$ cat src/rtl/serdes_pkg.sv
// Shared types and default geometry for the nibble-wide serializer family.
// The FSM state encoding is shared so that related blocks decode state the same way.
package serdes_pkg;

    localparam int DEF_W       = 4;
    localparam int DEF_NIBBLES = 4;

    typedef enum logic [0:0] {
        IDLE,
        SHIFT
    } ser_state_t;

    typedef logic [DEF_W-1:0] nibble_t;

endpackage : serdes_pkg

$ cat src/rtl/custom_ff.sv
// Register cell with priority reset > load > shift > hold.
// Used as one stage of a parallel-load shift chain.
module custom_ff #(
    parameter int W = 4
) (
    input  logic         clk,
    input  logic         rst,
    input  logic         load,
    input  logic         shift,
    input  logic [W-1:0] load_d,
    input  logic [W-1:0] shift_d,
    output logic [W-1:0] q
);

    // NOTE: sequential state uses non-blocking (<=) so every stage samples its
    // neighbour's pre-edge value; blocking here would collapse the chain.
    always_ff @(posedge clk) begin
        if (rst) begin
            q <= '0;
        end else if (load) begin
            q <= load_d;
        end else if (shift) begin
            q <= shift_d;
        end
    end

endmodule : custom_ff

$ cat src/rtl/nibble_serializer.sv
// Parallel-to-serial stage: takes a NIBBLES*W-bit word and emits W-bit beats,
// least-significant nibble first, over two valid/ready handshakes.
module nibble_serializer
    import serdes_pkg::*;
#(
    parameter int W       = DEF_W,
    parameter int NIBBLES = DEF_NIBBLES
) (
    input  logic                 clk,
    input  logic                 rst,
    input  logic                 in_valid,
    output logic                 in_ready,
    input  logic [NIBBLES*W-1:0] in_data,
    output logic                 out_valid,
    input  logic                 out_ready,
    output logic [W-1:0]         out_data,
    output logic                 out_last,
    output logic                 busy
);

    localparam int              CW   = $clog2(NIBBLES);
    localparam logic [CW-1:0]   LAST = CW'(NIBBLES - 1);

    ser_state_t      state;
    logic [CW-1:0]   count;
    logic            load_en;
    logic            shift_en;
    logic [W-1:0]    stage [NIBBLES];

    // in_ready is gated by rst so a source never sees acceptance during reset.
    assign in_ready = (state == IDLE) && !rst;
    assign load_en  = in_valid && in_ready;
    assign shift_en = (state == SHIFT) && out_ready;
    assign out_data = stage[0];

    for (genvar k = 0; k < NIBBLES; k++) begin : g_chain
        logic [W-1:0] shift_src;

        if (k == NIBBLES - 1) begin : g_top
            assign shift_src = '0;
        end else begin : g_mid
            assign shift_src = stage[k+1];
        end

        custom_ff #(
            .W (W)
        ) u_stage (
            .clk     (clk),
            .rst     (rst),
            .load    (load_en),
            .shift   (shift_en),
            .load_d  (in_data[k*W +: W]),
            .shift_d (shift_src),
            .q       (stage[k])
        );
    end

    // Control FSM, beat counter and registered handshake outputs.
    always_ff @(posedge clk) begin
        if (rst) begin
            state     <= IDLE;
            count     <= '0;
            out_valid <= 1'b0;
            out_last  <= 1'b0;
            busy      <= 1'b0;
        end else begin
            case (state)
                IDLE: begin
                    if (load_en) begin
                        state     <= SHIFT;
                        count     <= '0;
                        out_valid <= 1'b1;
                        out_last  <= 1'b0;
                        busy      <= 1'b1;
                    end
                end
                SHIFT: begin
                    if (shift_en) begin
                        if (count == LAST) begin
                            state     <= IDLE;
                            out_valid <= 1'b0;
                            out_last  <= 1'b0;
                            busy      <= 1'b0;
                        end else begin
                            count    <= count + CW'(1);
                            out_last <= ((count + CW'(1)) == LAST);
                        end
                    end
                end
                default: begin
                    state     <= IDLE;
                    count     <= '0;
                    out_valid <= 1'b0;
                    out_last  <= 1'b0;
                    busy      <= 1'b0;
                end
            endcase
        end
    end

    load_shift_exclusive: assert property (@(posedge clk) !(load_en && shift_en));

endmodule : nibble_serializer

$ cat config.mk
export PLATFORM = sky130hd
export DESIGN_NAME = nibble_serializer
export DESIGN_NICKNAME = d
export VERILOG_FILES = /design/src/rtl/serdes_pkg.sv /design/src/rtl/custom_ff.sv /design/src/rtl/nibble_serializer.sv
export SDC_FILE = /design/constraint.sdc
export NUM_CORES = 1
export LEC_CHECK = 0
export ABC_AREA = 0
export BUFFER_PORTS_ARGS = -buffer_cell sky130_fd_sc_hd__buf_2
export CAP_MARGIN = 30
export CELL_PAD_IN_SITES_DETAIL_PLACEMENT = 1
export CELL_PAD_IN_SITES_GLOBAL_PLACEMENT = 1
export CORE_ASPECT_RATIO = 0.8
export CORE_MARGIN = 2
export CORE_UTILIZATION = 41
export DETAILED_ROUTE_END_ITERATION = 8
export HOLD_SLACK_MARGIN = 0.02
export PLACE_DENSITY_LB_ADDON = 0.1
export SETUP_SLACK_MARGIN = 0.05
export SYNTH_ARGS = -nofsm -noshare
export SYNTH_HDL_FRONTEND = slang
export SYNTH_SLANG_ARGS = --single-unit
export TNS_END_PERCENT = 10
$ cat constraint.sdc
create_clock -name clk -period 3.3 [get_ports clk]
set_clock_uncertainty 0.1 [all_clocks]
set_input_delay 0.33 -clock clk [delete_from_list [all_inputs] [get_ports clk]]
set_output_delay 0.33 -clock clk [all_outputs]
set_load 0.02 [all_outputs]
==> key figures <==
Clock tree
  • Post-CTS Hold Buffers: 0
  • PostCTS Resize Cnt: 0
  • H-tree levels: 1
  • Worst skew pair latency: 300 ps
  • Clk root buf: clkbuf_4
  • CTS tree: built
  • Post-CTS setup buffers: 0
  • CTS Buf Count: 3
  • Clock sink count: 21
  • Clock buffer depth: 2
  • Clk pin slew, worst setup/hold paths: 110 ps

STA
  • Slew HR: 41.48%
  • Max Freq: 0.5352 GHz
  • Worst-Margin Slew: 877.7 ps
  • Hold Violations, Final: 0
  • Final min period: 1869 ps
  • Worst hold slack: 161.3 ps
  • Slew Viols, Final: 0
  • Final setup TNS: 0 ps
  • Final setup vio count: 0
  • Final Cycle Share: 56.62%
  • RSZ-0062 raised after global routing: false

Floorplanning
  • Die width: 60.64 um
  • Chip Height: 49.31 um
  • Die area: 2990 um^2
  • # IOs: 28
  • Placeable Area: 2442 um^2
  • # rows: 16
  • Initial cell density of the core: 43.08%

Global routing
  • Pin count of the biggest net entering global routing: 25
  • First-pass GRT wire length: 4002 um
  • Number of global-route vias before repair: 875
  • Total gr overflow: 0
  • All-Layer GR Usage: 17.71%
  • Initial antenna violation count: 0

Yosys
  • Cell count after synthesis: 113
  • Cell with the most instances after synthesis: dfxtp_1
  • Synthesized area: 1052 um^2
  • Synth Flop Type: dfxtp_1
  • Total number of yosys warnings: 0
  • Register area share after synthesis: 39.95%
  • Yosys top cell by area: dfxtp_1
  • Post-Syn Nets: 135
  • Top post-synthesis cells by count: dfxtp_1, nand2_1, a211oi_1, a21oi_1, nor2_1
  • Synth Area per Inst: 9.312 um^2
  • Number of distinct library cells after synthesis: 27
  • Ys async rst share: 0%
  • Number of flops mapped to enable cells by yosys: 0
  • Synth Register Bits: 21
  • Area contributors post-synth: dfxtp_1, a211oi_1, nand3_2, nand2_1, a21oi_2
  • Top cell type's share of synthesized area: 39.95%

Setup path
  • CP Class: input port to flop
  • Max FO, Critical Path: 24
  • CP max stage cell: or3b_1
  • Arrival time worst endpoint: 1970 ps
  • Beginning of the critical path: rst
  • CP endpoint kind: flop
  • CP bufs+invs: 1
  • Req. time, crit path: 3400 ps
  • R2r startpoint: state
  • Cell-by-cell trace of the critical path: buf_2, or3b_1, nor2_1, a211oi_1
  • Max incr delay on CP: 780 ps
  • CP top delay family: simple AND/OR/NAND/NOR gates
  • Startpoint types: input port

Finish
  • Area Overhead vs Synth: 10.94%
  • Layout cells sized above 1: 39.10%
  • Ant diodes: 0
  • Final #Nets: 156

Drt
  • Detailed router's first-iteration violation count: 57
  • DRT Pass-1 Iters: 4
  • Remaining routing DRC violations: 0
  • Via count: 871
  • Detail Route Antenna Nets: 0
  • DR vias/cell: 5.154
  • WL final: 2325 um
  • Routed length per instance: 13.76 um

Run
  • Number of max-cap violations: 0

Power
  • PwrDens: 413.2 nW/um^2
  • Maximum vdd ir drop: 0.2698 mV
  • LEAKAGE: 0.0004415 uW

Hold path
  • Min-delay src: in_data[13]
  • Hold crit path type: input port to flop

Placed design
  • Routability cong.: 0.7666
  • Final HPWL DP: 1619 um
  • IO Port Bufs: 27

Run status
  • Status: finished clean
[area by class of cell]
class / count / area, um^2
clock buffer: 4 / 26.28
fill: 308 / 1275
inverter: 2 / 7.507
multi-input combinational: 79 / 533.0
sequential: 21 / 420.4
tap: 36 / 45.04
timing repair buffer: 27 / 135.1
[path summary, 6_finish.rpt]
| path | to | depth (start not counted) | slack (ps) |
|---|---|---|---|
| max reg2reg | g_chain[0].u_stage.q[3] | 3 | 1440 |
| min | g_chain[3].u_stage.q[1] | 3 | 160 |
| min reg2reg | g_chain[2].u_stage.q[0] | 2 | 370 |
| max | g_chain[0].u_stage.q[3] | 4 | 1430 |
[layer usage]
layer	track usage (%)	share of wire (%)	vias up
met4	4.348	1.3	0
met5	0	0	-
li1	-	-	432
met1	23.41	48	419
met3	6.366	4.0	4
met2	27.24	46	16
[power breakdown]
group	leakage [uW]	switching, uW	internal (uW)	total (uW)
logic	0.000254	51.1	31.0	82.1
clock network	0.0000150	75.9	47.0	123
registers	0.000172	9.44	268	277
total	0.000441	136	346	482
[flip-flops by register name, indices dropped and copies added (netlist names)]
| signal | cells |
|---|---|
| state | 1 |
| count | 2 |
| out_last | 1 |
| g_chain.u_stage.q | 16 |
| busy | 1 |
[per-stage QoR]
stage               std cells  power (uW)  area [um^2]  setup WS, ps  util, %
floorplan                 113       346.5         1052          1755        -
finish                    169       482.4         1167          1431    47.80
CTS                       169       492.6         1167          1423    47.80
detailed placement        165       366.5         1141          1107    46.72
global route              169       513.3         1167          1223    47.80
global placement          165       363.2         1141          1225    46.72
[cell usage in the layout, fill, tap and decap left out]
master	netlist	final
a211oi_1	10	10
dfxtp_1	21	21
ha_1	2	2
and2_1	1	1
nor2_4	2	2
o32ai_1	1	1
a21oi_2	7	7
nor2_1	10	10
nand2_1	18	18
clkbuf_1	1	1
inv_1	2	2
clkbuf_4	0	3
nand2b_1	1	1
a22oi_1	2	2
nor3b_4	1	1
buf_2	2	27
a21oi_1	10	10
or3b_1	1	1
a211oi_2	3	3
a31o_2	1	1
nand2_2	1	1
nand3_2	7	7
nand3b_1	1	1
[worst reg2reg max path, cell delays in order, from the launching register on]
cell	delay [ps]
dfxtp_1	510
or3b_1	750
nor2_1	90
a211oi_1	300
[kinds of logic (layout without fill, tap and decap cells)]
logic type	Yosys count	in the layout	synth area share (%)
DFF	21	21	39.95
adders and majority gates	2	2	2.378
AOI/OAI and AO/OA	34	34	24.38
buffers and inverters	13	33	9.392
and+or+nand+nor	43	43	23.90
Power figures use the tool's default switching activity.
